==> config.mk <==
export PLATFORM = sky130hd
export DESIGN_NAME = sci_master
export DESIGN_NICKNAME = d
export VERILOG_FILES = /design/src/rtl/sci_master.sv
export SDC_FILE = /design/constraint.sdc
export NUM_CORES = 1
export LEC_CHECK = 0
export CELL_PAD_IN_SITES_DETAIL_PLACEMENT = 2
export CELL_PAD_IN_SITES_GLOBAL_PLACEMENT = 2
export CORE_ASPECT_RATIO = 0.7
export CORE_UTILIZATION = 34
export DETAILED_ROUTE_END_ITERATION = 12
export PLACE_DENSITY = 0.9
export SYNTH_ARGS = -nofsm -noshare
export SYNTH_HDL_FRONTEND = slang
export SYNTH_SLANG_ARGS = --single-unit
==> constraint.sdc <==
create_clock -name CLK -period 2.6 [get_ports CLK]
set_input_delay 0.65 -clock CLK [delete_from_list [all_inputs] [get_ports CLK]]
set_output_delay 0.65 -clock CLK [all_outputs]
set_load 0.005 [all_outputs]
==> src/rtl/sci_master.sv <==
// SCI initiator: serialises host read/write requests into SCI frames and collects ACK/read data.
// Optional ACK timeout is enabled by defining SCI_MASTER_TIMEOUT_EN.
module sci_master #(
  parameter int NUM_PERIPHERALS = 1,
  parameter int ADDR_WIDTH      = 4,
  parameter int DATA_WIDTH      = 8,
  parameter int TIMEOUT_CYCLES  = 64,
  localparam int DEST_WIDTH     = (NUM_PERIPHERALS > 1) ? $clog2(NUM_PERIPHERALS) : 1
) (
  input  logic                       CLK,
  input  logic                       RSTN,
  input  logic                       REQ,
  input  logic                       WNR,
  input  logic [DEST_WIDTH-1:0]      DEST,
  input  logic [ADDR_WIDTH-1:0]      ADDR,
  input  logic [DATA_WIDTH-1:0]      DATA_IN,
  output logic                       READY,
  output logic [DATA_WIDTH-1:0]      DATA_OUT,
  output logic                       DATA_VALID,
  output logic                       DONE,
  output logic                       ERROR,
  output logic [NUM_PERIPHERALS-1:0] SCI_CSN,
  output logic                       SCI_REQ,
  input  logic                       SCI_RESP,
  input  logic                       SCI_ACK
);

  localparam int SHIFT_WIDTH = ADDR_WIDTH + DATA_WIDTH;
  localparam int CNT_WIDTH   = $clog2(SHIFT_WIDTH + 1);

  typedef enum logic [2:0] {
    S_IDLE,
    S_HDR,
    S_WDATA,
    S_WAIT_ACK,
    S_RDATA,
    S_END
  } state_t;

  state_t                 state;
  logic                   wnr_q;
  logic [SHIFT_WIDTH-1:0] shift_q;
  logic [CNT_WIDTH-1:0]   bit_cnt;
  logic [DATA_WIDTH-1:0]  rx_q;
  logic [DATA_WIDTH-1:0]  rx_next;
  logic [NUM_PERIPHERALS-1:0] csn_sel;
  logic                   dest_bad;
  logic                   tmo_hit;

  assign rx_next  = (rx_q << 1) | DATA_WIDTH'(SCI_RESP);
  assign dest_bad = 32'(DEST) >= 32'(NUM_PERIPHERALS);

  always_comb begin
    csn_sel = '1;
    for (int i = 0; i < NUM_PERIPHERALS; i++) begin
      if (32'(DEST) == 32'(i)) csn_sel[i] = 1'b0;
    end
  end

`ifdef SCI_MASTER_TIMEOUT_EN
  localparam int TMO_WIDTH = $clog2(TIMEOUT_CYCLES + 1);
  logic [TMO_WIDTH-1:0] tmo_cnt;

  // Counts consecutive ACK-less cycles while waiting on the responder.
  always_ff @(posedge CLK or negedge RSTN) begin
    if (!RSTN) begin
      tmo_cnt <= '0;
    end else if ((state == S_WAIT_ACK || state == S_RDATA) && !SCI_ACK) begin
      tmo_cnt <= tmo_cnt + 1'b1;
    end else begin
      tmo_cnt <= '0;
    end
  end

  assign tmo_hit = (state == S_WAIT_ACK || state == S_RDATA) && !SCI_ACK &&
                   (tmo_cnt == TMO_WIDTH'(TIMEOUT_CYCLES - 1));
`else
  // Without the timeout the master waits forever; this expression is always false.
  assign tmo_hit = (TIMEOUT_CYCLES < 0);
`endif

  always_ff @(posedge CLK or negedge RSTN) begin
    if (!RSTN) begin
      state      <= S_IDLE;
      READY      <= 1'b1;
      SCI_CSN    <= '1;
      SCI_REQ    <= 1'b0;
      DATA_OUT   <= '0;
      DATA_VALID <= 1'b0;
      DONE       <= 1'b0;
      ERROR      <= 1'b0;
      wnr_q      <= 1'b0;
      shift_q    <= '0;
      bit_cnt    <= '0;
      rx_q       <= '0;
    end else begin
      case (state)
        S_IDLE: begin
          if (REQ) begin
            READY   <= 1'b0;
            wnr_q   <= WNR;
            shift_q <= {ADDR, DATA_IN};
            rx_q    <= '0;
            if (dest_bad) begin
              state <= S_END;
              DONE  <= 1'b1;
              ERROR <= 1'b1;
            end else begin
              state   <= S_HDR;
              SCI_CSN <= csn_sel;
              SCI_REQ <= WNR;
              bit_cnt <= CNT_WIDTH'(ADDR_WIDTH);
            end
          end
        end
        // bit_cnt holds how many bits of the current field remain after the one on the wire.
        S_HDR: begin
          if (bit_cnt != '0) begin
            SCI_REQ <= shift_q[SHIFT_WIDTH-1];
            shift_q <= shift_q << 1;
            bit_cnt <= bit_cnt - 1'b1;
          end else if (wnr_q) begin
            state   <= S_WDATA;
            SCI_REQ <= shift_q[SHIFT_WIDTH-1];
            shift_q <= shift_q << 1;
            bit_cnt <= CNT_WIDTH'(DATA_WIDTH - 1);
          end else begin
            state   <= S_WAIT_ACK;
            SCI_REQ <= 1'b0;
            bit_cnt <= '0;
          end
        end
        S_WDATA: begin
          if (bit_cnt != '0) begin
            SCI_REQ <= shift_q[SHIFT_WIDTH-1];
            shift_q <= shift_q << 1;
            bit_cnt <= bit_cnt - 1'b1;
          end else begin
            state   <= S_WAIT_ACK;
            SCI_REQ <= 1'b0;
            bit_cnt <= '0;
          end
        end
        S_WAIT_ACK, S_RDATA: begin
          if (SCI_ACK) begin
            if (wnr_q) begin
              state   <= S_END;
              DONE    <= 1'b1;
              SCI_CSN <= '1;
            end else begin
              rx_q <= rx_next;
              if (bit_cnt == CNT_WIDTH'(DATA_WIDTH - 1)) begin
                state      <= S_END;
                DONE       <= 1'b1;
                DATA_VALID <= 1'b1;
                DATA_OUT   <= rx_next;
                SCI_CSN    <= '1;
              end else begin
                state   <= S_RDATA;
                bit_cnt <= bit_cnt + 1'b1;
              end
            end
          end else if (tmo_hit) begin
            state   <= S_END;
            DONE    <= 1'b1;
            ERROR   <= 1'b1;
            SCI_CSN <= '1;
          end
        end
        S_END: begin
          state      <= S_IDLE;
          DONE       <= 1'b0;
          ERROR      <= 1'b0;
          DATA_VALID <= 1'b0;
          READY      <= 1'b1;
        end
        default: state <= S_IDLE;
      endcase
    end
  end

endmodule

# Yosys cells after proc, flatten, opt, wreduce, memory -nomap -nowiden
# Cells that the tools add are included.
[word_totals] reg_bits=41 latch_bits=0 ramBits=0 romBits=0 input_bits=19 out_inout_bits=14 word_cells=105 n_memories=0
[op_classes] addsub=2 mul=0 div_mod_pow=0 order_cmp=1 eq_ne=18 n_shift=0 n_mux=49 bitwise=2 n_reduce_logical=21
[op_table] op="$mux W12" n=4
[op_table] op="$pmux W12 S3" n=1
[op_table] op="$mux W4" n=7
[op_table] op="$mux W7" n=3
[op_table] op="$ne A2 B2 Y1 const B" n=10
[op_table] op="$reduce_and A4 Y1" n=5
[op_table] op="$mux W1" n=19
[op_table] op="$mux W3" n=6
[op_table] op="$pmux W4 S4" n=1
[op_table] op="$pmux W7 S2" n=1
[op_table] op="$pmux W3 S4" n=1
[op_table] op="$reduce_and A5 Y1" n=2
[op_table] op="$or A8 B1 Y8" n=1
[op_table] op="$pmux W1 S2" n=4
[op_table] op="$reduce_bool A4 Y1" n=2
[op_table] op="$eq A3 B2 Y1 const B" n=2
[op_table] op="$eq A3 B3 Y1 const B" n=2
[op_table] op="$ne A3 B3 Y1 const B" n=2
[op_table] op="$pmux W1 S3" n=2
[op_table] op="$reduce_and A3 Y1" n=2
[op_table] op="$reduce_and A6 Y1" n=1
[op_table] op="$reduce_bool A2 Y1" n=3
[op_table] op="$reduce_bool A3 Y1" n=2
[op_table] op="$add A4 B1 Y4 const B" n=1
[op_table] op="other kinds (8)" n=9

# Depth between registers and ports, before layout
# Gate-level depths: netlist of run 1.
[logic_depth] ltp_word=5 mapped_depth=8 mapped_depth_nobuf=7

# Worst setup path after synthesis of run 1
# OpenSTA, ideal clock, no wires.
[synth_path] path_type="reg2reg" start="reg bit_cnt[0]" end="reg bit_cnt[0]" arrival_time_ns=1.785 t_required_ns=2.475 slack_ns=0.690 stages_incl_launch_ff=8 path_buffers=0 period_less_slack_ns=1.910 cell_sequence="dfrtp_1 > inv_1 > ha_1 > or3b_4 > maj3_2 > nand2_1 > o211ai_1 > mux2_4"
[synth_between] elab_chain_len=5 word_cells_on_any_way=12
[synth_lines] element="from (decl)" line_no="43" text="logic [CNT_WIDTH-1:0] bit_cnt;"
[synth_lines] element="from (signal assigned)" line_no="112" text="bit_cnt <= CNT_WIDTH'(ADDR_WIDTH);"
[synth_lines] element="from (signal assigned)" line_no="121" text="bit_cnt <= bit_cnt - 1'b1;"
[synth_lines] element="from (signal assigned)" line_no="126" text="bit_cnt <= CNT_WIDTH'(DATA_WIDTH - 1);"
[synth_lines] element="$add A4 B1 Y4" line_no="160" text="bit_cnt <= bit_cnt + 1'b1;"
[synth_lines] element="$mux W4" line_no="152" text="if (bit_cnt == CNT_WIDTH'(DATA_WIDTH - 1)) begin"
[synth_lines] element="$mux W4" line_no="146" text="if (wnr_q) begin"
[synth_lines] element="$mux W4" line_no="145" text="if (SCI_ACK) begin"
[synth_lines] element="$pmux W4 S4" line_no="97" text="case (state)"
# Several ways; a longest one is shown, not always the timed one. The select of a mux whose other input is x is not followed.
# A chain may end at the register's enable or synchronous reset.

# Worst setup path after layout of run 1
# Ends and elaborated chain as after synthesis.

==> results.md, run 1 <==
- Max_cap viols: 0
- CP Cell Sequence: inv_1 > ha_1 > or3b_4 > maj3_2 > nand2_1 > o211ai_1 > mux2_4
- Die span in y: 70.49 um
- R2R cell count: 7
- CTS root buf: clkbuf_8
- RR Endpoint: bit_cnt[0]
- Slew margin rel.: about 63%
- Die width: 99.85 um
- CP startpoint kind: flip-flop
- Max Freq: 460.3 MHz
- GR Overflow Total: 0
- TritonCTS buffer count: 5
- Final hold vios: 0
- RSZ-0062 raised after global routing: no
- Min Tclk post-route: 2.172 ns
- Antenna Violating Nets Remaining: 0
- Drt total wl: 6.683 mm
- H-tree levels: 2
- Cells after synthesis: 238
- P per Cell Area: 1228 nW/um^2
- TritonCTS Sinks: 41
- Average wire per standard cell: 18.46 um
- Clock Tree Buf Depth: 2
- CP required: roughly 2.8 ns
- Seq/Total Area, Yosys: a little under half
- Critical path capture point: bit_cnt[0]
- Core area: 6336 um^2
- Area growth syn-to-layout: 21.91%
- R2R setup slack: 0.43 ns
- Fin nets: 292
- Largest net degree at the start of global routing: 42
- CP max stage delay: 0.49 ns
- Commonest non-fill, non-tap cell in the layout: dfrtp_1
- Number of synthesized flops with an enable pin: 0
- Crit-path slowest cell: dfrtp_1
- Final period utilization: 83.56%
- Top_reg_cell synth: dfrtp_1
- # DRC: 0
- Number of port buffers: 32
- Placer Congestion: between 0.7 and 0.8
- Layout cell share with drive strength beyond 1: 12.55%
- Worst EP arrival: 2.36 ns
- Clk_lat worst skew: 0.30 ns
- Vias: 1908
- Post-synth cell types: 51
- Synthesized Nets: between 200 and 300
- Top cell type's share of synthesized area: between 40% and 50%
- Final Setup Violations: 0
- Row count: 24
- Diodes inserted: 0
- Worst Tran Pin Value: 0.5517 ns
- Area contributors post-synth: dfrtp_1 (43%), mux2i_1 (5.7%), o21ai_0 (5.7%)
- Iteration-0 DRC Markers: 88
- Worst R2R Start: bit_cnt[0]
- Die Footprint: between 7000 and 8000 um^2
- Pwr Total: 3.412 mW
- P_leak: 1.196 nW
- CTS Hold Bufs: 0
- Top cell type by total area after synthesis: dfrtp_1
- Pre-antenna DRT Iters: 4
- Vias in the first global route: 2093
- CP Max Fanout: 7
- HP Class: input port to async pin
- Ys Warns: 0
- Setup Skew: about 0.0023 ns
- First-pass GRT wire length: 10.98 mm
- Status: completed
- CTS tree: built
- Cts repair resizes: 0
- Final Max Tran Viols: 0
- Critical path origin: bit_cnt[0]
- Async set-reset flop share out of synthesis: 100.0%
- Synthesis-stage register bit count: 41
- Worst VDD drop: 0.0005592 V
- Ports: 33
- Global-route usage over all layers: 20.54%
- Crit path capture type: flip-flop
- Post-CTS setup buffer count: 0
- HPWL reported at the end of detailed placement: roughly 5.0 mm
- Most frequent cells in the layout: dfrtp_1 (39), nand2_1 (34), clkdlybuf4s50_1 (31)
- Mapped Avg Cell Area: between 9 and 10 um^2
- Antenna violations before repair: 0
- Setup CP Type: flip-flop to flip-flop
- Initial Util: between 30% and 40%
- CTS clk-pin slew, worst paths: 0.08 ns
- Final setup TNS: 0 ns
- Syn Std Cell Area: 2278 um^2
- DR vias/cell: 5.271
==> metrics by stage <==
step / util, % / instances / instance area [um^2] / setup WS, ns / hold slack (ns)
after floorplan: - / 238 / 2278 / 0.6897 / 0.3544
after global placement: 42.32 / 354 / 2681 / 0.3091 / 0.4639
after detailed placement: 42.32 / 354 / 2681 / 0.2327 / 0.4784
after CTS: 43.84 / 362 / 2778 / 0.4162 / 0.4343
after global routing: 43.84 / 362 / 2778 / 0.3227 / 0.4533
final: 43.84 / 362 / 2778 / 0.4275 / 0.4042
==> routing by layer <==
metal	vias up	share of wire (%)	global-route usage, %
met3	6	2.7	3.704
li1	899	-	-
met4	0	0.75	4.902
met2	30	49	34.56
met1	973	48	27.35
met5	-	0	0
==> registers in the layout, indices dropped and copies added (netlist names) <==
register	flops
shift_q	12
DATA_OUT	8
rx_q	7
bit_cnt	4
state	3
DATA_VALID	1
DONE	1
ERROR	1
READY	1
SCI_CSN	1
SCI_REQ	1
wnr_q	1
==> critical path: cells and delay by family (launching register included) <==
family	cells	cell delay [ns]
adder cells (fa/ha/maj)	2	0.57
AND/OR/NAND/NOR	2	0.50
flip-flops	1	0.49
multiplexers	1	0.29
buffers and inverters	1	0.13
AO/OA/AOI/OAI	1	0.08
==> worst min-delay path by stage <==
stage               start  cells after the start  slack (ns)          end
6_report             RSTN                      2        0.40  DATA_OUT[3]
5_1_grt              RSTN                      2        0.45  DATA_OUT[3]
4_1_cts              RSTN                      2        0.43  DATA_OUT[4]
3_5_place_dp   shift_q[5]                      2        0.48   shift_q[5]
3_3_place_gp   shift_q[7]                      2        0.46   shift_q[7]
2_1_floorplan        RSTN                      0        0.35  DATA_OUT[0]
==> cell families (layout without fill, tap and decap cells) <==
family / count (synthesis) / count (layout) / synth area share, %
and+or+nand+nor: 76 / 76 / 16.15
buffers and inverters: 25 / 58 / 5.766
muxes: 24 / 24 / 11.31
AOI/OAI and AO/OA: 65 / 65 / 18.29
DFF: 41 / 41 / 45.14
adders and majority gates: 5 / 5 / 2.581
xor gates and xnor gates: 2 / 2 / 0.7689
==> area by class of cell <==
class	instances	area, um^2
Tap cell	91	113.9
Timing Repair Buffer	42	390.4
Sequential cell	41	1028
Multi-Input combinational cell	172	1119
Clock buffer	6	82.58
Fill cell	699	3558
Inverter	8	30.03
Clock inverter	2	13.76
==> power by group <==
group | switching [mW] | total (mW) | internal [mW]
clock | 0.245 | 0.461 | 0.216
combinational | 1.11 | 1.90 | 0.790
sequential | 0.195 | 1.05 | 0.856
==> synthesized netlist by cell type (all sizes together), types with 2 or more instances <==
cell,instances
o21ai,29
a22oi,3
mux2i,13
nand3,2
nand4bb,2
ha,3
nor3,4
a31oi,2
a211oi,2
nor2,19
maj3,2
a221oi,2
xor2,2
or3b,2
nor2b,4
buf,13
inv,8
o211ai,3
mux2,11
dfstp,2
a21oi,13
dfrtp,39
clkbuf,4
nand2,34
o22ai,3
No activity file was read; power rests on OpenSTA's default activity.
==> run 2: changes to the inputs <==
CORE_UTILIZATION = 30   (was 34)
PLACE_DENSITY = 0.84   (was 0.9)
clock period = 1.9 ns   (was 2.6 ns; I/O delays follow)
==> run 2 against run 1 <==
Effect of this change:
- clock power increased by 93%
- first-iteration DRC count decreased by 11%
- non-clock buffer count increased by 34
- the run now ends with negative setup slack left
- largest cell class unchanged
- critical path depth increased by 1
- cell area increased by 18%
- flip-flop and latch count unchanged
- count of clock-buffer cells in the layout decreased by 1
- worst setup slack got worse by 0.56 ns
- register-to-register slack got worse by 0.56 ns
- utilization increased by 0.91 points
- power increased by 84%
==> results.md, run 2 (synthesis results as in run 1) <==
- Vias in the first global route: 2176
- Largest registers: shift_q: 12 flops, DATA_OUT: 8 flops, rx_q: 7 flops
- Commonest non-fill, non-tap cell in the layout: dfrtp_1
- Final period utilization: 107.0%
- Die Footprint: 7953 um^2
- CP delay by family, top: buffers and inverters
- Largest net degree at the start of global routing: 26
- CTS clk-pin slew, worst paths: 0.09 ns
- Failing checks: negative setup slack
- # DRC: 0
- Average wire per standard cell: ~22 um
- Final hold vios: 0
- Pre-antenna DRT Iters: 4
- Min Tclk post-route: 2.033 ns
- Setup Skew: 0.01002 ns
- Die width: 106.2 um
- Slew margin rel.: 68.07%
- CTS tree: built
- Crit-path slowest cell: dfrtp_1
- Post-route setup slack: -0.1327 ns
- CP max stage delay: approximately 0.44 ns
- Placer Congestion: just over 0.8
- CP required: 2.14 ns
- CP startpoint kind: flip-flop
- Clk_lat worst skew: 0.32 ns
- Worst Path Buf+Inv: 3
- Iteration-0 DRC Markers: 78
- Crit path capture type: flip-flop
- Core area: 7320 um^2
- P per Cell Area: 1912 nW/um^2
- Metal3 WL: 333 um
- Worst EP arrival: ~2.3 ns
- CP Max Fanout: 6
- Wire length on met2: 4.206 mm
- DR top layer: met4
- RSZ-0062 raised after global routing: yes
- Worst Tran Pin Value: 0.4790 ns
- Fin nets: 326
- Ports: 33
- Dpl cell area: 2938 um^2
- Clock Tree Buf Depth: 2
- CTS Hold Bufs: 0
- Vias: 2146
- Row count: 26
- Largest reg by FF count: shift_q
- Area growth syn-to-layout: 43.77%
- HP Class: input port to async pin
- Worst VDD drop: between 0.0005 and 0.0006 V
- CP Cell Sequence: inv_2 > ha_4 > or3b_4 > buf_4 > o221ai_4 > clkbuf_16 > nand2_1 > o21ai_1
- Die span in y: 74.92 um
- Final Setup Violations: 15
- Initial Util: 31.13%
- GR Overflow Total: 0
- Max Freq: roughly 500 MHz
- Pwr Total: 6.264 mW
- Status: complete, but fails checks
- Drt total wl: 8.789 mm
- Final Max Tran Viols: 0
- TritonCTS Sinks: 41
- Final instance area: 3276 um^2
- Most frequent cells in the layout: dfrtp_1 (39), buf_4 (37), nand2_1 (33)
- Antenna violations before repair: 0
- TritonCTS buffer count: 5
- Antenna Violating Nets Remaining: 0
- Layout cell share with drive strength beyond 1: between 20 and 30%
- Setup CP Type: flip-flop to flip-flop
- Max_cap viols: 0
- DR vias/cell: 5.325
- Largest register FFs: 12
- DRT met1 WL: approximately 4 mm
- Diodes inserted: 0
- CTS root buf: clkbuf_8
- H-tree levels: 2
- Global-route usage over all layers: 21.11%
- P_leak: 1.425 nW
- Number of port buffers: 32
- First-pass GRT wire length: about 12 mm
- HPWL reported at the end of detailed placement: 5.380 mm
==> run 2: cell types whose count changed in the layout (fill, tap and decap cells not counted), sizes merged <==
cell	before	now
buf	11	43
bufinv	0	2
clkbuf	6	7
clkinv	2	0
inv	8	9
==> run 2: cell type report <==
| cell class | count | area, um^2 |
|---|---|---|
| clock inverter | 3 | 68.82 |
| inverter | 8 | 30.03 |
| fill | 745 | 4044 |
| clock buffer | 5 | 68.82 |
| sequential | 41 | 1028 |
| tap | 98 | 122.6 |
| timing repair buffer | 76 | 738.2 |
| multi-input combinational | 172 | 1219 |
==> run 2: repair_timing <==
| action | 4_1_cts | 5_1_grt |
|---|---|---|
| endpoints found under the hold margin | 0 | 0 |
| buffers inserted | 4 | 2 |
| cloned | 0 | 2 |
| setup endpoints to repair | 18 | 34 |
| pin swaps | 3 | 4 |
| gates resized for setup | 12 | 29 |
==> run 2: metal layers <==
layer,vias to the layer above,track usage [%]
met5,-,0
met4,0,8.333
met3,18,4.935
met2,50,33.84
met1,1112,28.03
li1,966,-
==> run 2: per-stage QoR <==
step | hold WS [ns] | TNS [ns] | worst slack, ns | utilization [%] | instances
6_report | 0.1077 | -1.359 | -0.1327 | 44.75 | 403
5_1_grt | 0.1286 | -2.830 | -0.2079 | 44.75 | 403
4_1_cts | 0.1188 | -0.09625 | -0.03217 | 42.87 | 399
3_5_place_dp | 0.4687 | -3.645 | -0.2574 | 40.14 | 387
3_3_place_gp | 0.4545 | -1.787 | -0.1826 | 40.14 | 387
2_1_floorplan | 0.1794 | 0 | 0.003395 | - | 238
==> run 2: final timing paths <==
| path | from | end | slack (ns) | depth (start not counted) |
|---|---|---|---|---|
| setup / recovery | bit_cnt[0] | shift_q[0] | -0.13 | 8 |
| hold / removal | RSTN | bit_cnt[1] | 0.11 | 1 |
| setup reg to reg | bit_cnt[0] | shift_q[0] | -0.13 | 8 |
| hold reg to reg | shift_q[5] | shift_q[5] | 0.49 | 2 |
| max in group asynchronous | RSTN | DATA_OUT[2] | 1.29 | 2 |
| min in group CLK | shift_q[5] | shift_q[5] | 0.49 | 2 |
==> run 2: power by group <==
group          total, mW  internal, mW  switching (mW)
Combinational       3.96          1.83            2.13
Sequential          1.41          1.17           0.241
Clock              0.892         0.529           0.362
==> run 3: changes to the inputs <==
CELL_PAD_IN_SITES_DETAIL_PLACEMENT = 1   (was 2)
SLEW_MARGIN = 0   (was unset)
==> run 3 against run 2 <==
Effect of this change:
- the flow still finishes with violations (negative setup slack)
- routed wire length fell by 24%
- register-to-register slack improved by 0.10 ns
- non-clock buffer count fell by 4
- clock skew fell by 0.0054 ns
- cell count fell by 0.99%
- worst setup slack improved by 0.10 ns
- critical endpoint is now shift_q[9]
- largest power group unchanged
- highest routed layer unchanged
==> results.md, run 3 (synthesis results as in run 1) <==
- DR vias/cell: ~5.0
- Initial Util: 31.13%
- Internal power: about 3.5 mW
- Post-layout util: 44.94%
- CTS clk-pin slew, worst paths: 0.09 ns
- Worst Tran Pin Value: roughly 0.46 ns
- Layout cell share with drive strength beyond 1: 30.23%
- Slew margin rel.: 69.22%
- CP startpoint kind: flip-flop
- Area growth syn-to-layout: 44.37%
- Vias: 2002
- Antenna Violating Nets Remaining: 0
- Final Setup Violations: 10
- Fillers: 819
- Average wire per standard cell: 16.63 um
- Final period utilization: 101.5%
- R2R cell count: 7
- Setup Skew: 0.004577 ns
- Ports: 33
- Worst EP arrival: 2.12 ns
- Post-route setup slack: -0.02829 ns
- Sequential power share: 23.4%
- TritonCTS buffer count: 5
- CTS tree: built
- Largest registers: shift_q: 12 flops, DATA_OUT: 8 flops, rx_q: 7 flops
- Most frequent cells in the layout: dfrtp_1 (39), buf_4 (32), clkdlybuf4s50_1 (31)
- TritonCTS Sinks: 41
- P per Cell Area: 1832 nW/um^2
- Dpl cell area: just under 3000 um^2
- Worst R2R Start: bit_cnt[1]
- Final hold vios: 0
- Largest register FFs: 12
- Setup CP Type: flip-flop to flip-flop
- RSZ-0062 raised after global routing: yes
- Failing checks: negative setup slack
- Final instance area: 3289 um^2
- Largest net degree at the start of global routing: 26
- Iteration-0 DRC Markers: between 60 and 70
- CP delay by family, top: buffers and inverters
- # DRC: 0
- Die span in y: 74.92 um
- CP Cell Sequence: inv_2 > ha_4 > or3b_4 > buf_6 > o221ai_4 > clkbuf_16 > o21ai_2
- Core area: 7320 um^2
- Die Footprint: between 7000 and 8000 um^2
- Antenna violations before repair: 0
- Min Tclk post-route: 1.928 ns
- Clock Tree Buf Depth: 2
- CP max stage delay: 0.43 ns
- Placer Congestion: 0.8056
- Max_cap viols: 0
- Drt total wl: 6.636 mm
- Max Freq: 518.6 MHz
- Switching share of power: 41.37%
- Final Max Tran Viols: 0
- Worst hold margin: approximately 0.12 ns
- Number of port buffers: 32
- Pre-antenna DRT Iters: 4
- Largest reg by FF count: shift_q
- Global-route usage over all layers: 16.31%
- Vias in the first global route: 1942
- HPWL reported at the end of detailed placement: 4.585 mm
- Part of the power in combinational logic: roughly 62%
- CP required: 2.09 ns
- Crit-path slowest cell: dfrtp_1
- Switching power: roughly 2.5 mW
- P_leak: 1.444 nW
- Diodes inserted: 0
- CTS Hold Bufs: 0
- CP Max Fanout: 6
- Clock network fraction of design power: 14.3%
- Crit path capture type: flip-flop
- Clk_lat worst skew: 0.30 ns
- Worst VDD drop: 0.0006555 V
- HP Class: input port to async pin
- Critical path origin: bit_cnt[1]
- GR Overflow Total: 0
- Die width: about 110 um
- Row count: 26
- First-pass GRT wire length: 9.942 mm
- Status: complete, but fails checks
- Pwr Total: 6.027 mW
- H-tree levels: 2
- Worst path depth: 7
- Commonest non-fill, non-tap cell in the layout: dfrtp_1
- Fin nets: ~320
- Worst Path Buf+Inv: 3
- CTS root buf: clkbuf_8
## run 3: cell count changes in the layout (fill, tap and decap cells not counted), moves of 2 or more
cell      change
buf_6         +2
nor2_1        +2
nor2_2        -2
a211oi_1      +2
a211oi_2      -2
nand2_4       +4
nand2_2       +3
o21ai_1       -5
o21ai_2       +5
buf_4         -5
nand2_1       -7
## run 3: worst register-to-register path, delay by kind of cell, from the launching register on
family,cells,cell delay [ns]
buffers and inverters,3,0.49
DFF,1,0.43
and+or+nand+nor,1,0.41
AOI/OAI and AO/OA,2,0.35
adders and majority gates,1,0.15
## run 3: area by class of cell
type	instances	area, um^2	share of cell area (%)
Inverter	8	30.03	0.9129
Sequential cell	41	1028	31.27
Multi-Input combinational cell	172	1262	38.38
Tap cell	98	122.6	3.728
Timing Repair Buffer	72	708.2	21.53
Clock inverter	3	68.82	2.092
Clock buffer	5	68.82	2.092
## run 3: power by group through the flow
stage / combinational (mW) / sequential (mW) / clock [mW]
2_1_floorplan: 1.95 / 1.32 / 0
4_1_cts: 3.06 / 1.37 / 0.890
3_5_place_dp: 2.99 / 1.38 / 0
3_3_place_gp: 2.89 / 1.37 / 0
5_1_grt: 4.06 / 1.45 / 0.923
6_report: 3.75 / 1.41 / 0.865
## run 3: per-layer routing
layer	vias up	share of wire (%)	GRT usage [%]
li1	959	-	-
met1	998	51	23.46
met2	42	45	25.25
met3	3	3.6	3.723
met4	0	0.21	3.241
met5	-	0	0
## run 3: per-stage QoR
| stage | setup slack [ns] | std cells | TNS [ns] |
|---|---|---|---|
| 2_1_floorplan | 0.003395 | 238 | 0 |
| 3_3_place_gp | -0.1826 | 387 | -1.787 |
| 3_5_place_dp | -0.2390 | 387 | -2.906 |
| 4_1_cts | 0.009743 | 396 | 0 |
| 5_1_grt | -0.08812 | 399 | -0.9838 |
| 6_report | -0.02829 | 399 | -0.2361 |
## run 3: what timing repair did
action                     in CTS  in global routing
setup buffers                   1                  0
pin swaps                       2                 13
gates resized for setup         3                 48
setup endpoints to repair      13                 26
cloned                          0                  3
## run 3: worst paths after layout
| path | endpoint | slack [ns] |
|---|---|---|
| setup / recovery | shift_q[9] | -0.03 |
| hold / removal | bit_cnt[3] | 0.12 |
| setup reg to reg | shift_q[9] | -0.03 |
| hold reg to reg | DATA_OUT[5] | 0.49 |
| max in group asynchronous | wnr_q | 1.28 |
| min in group CLK | DATA_OUT[5] | 0.49 |
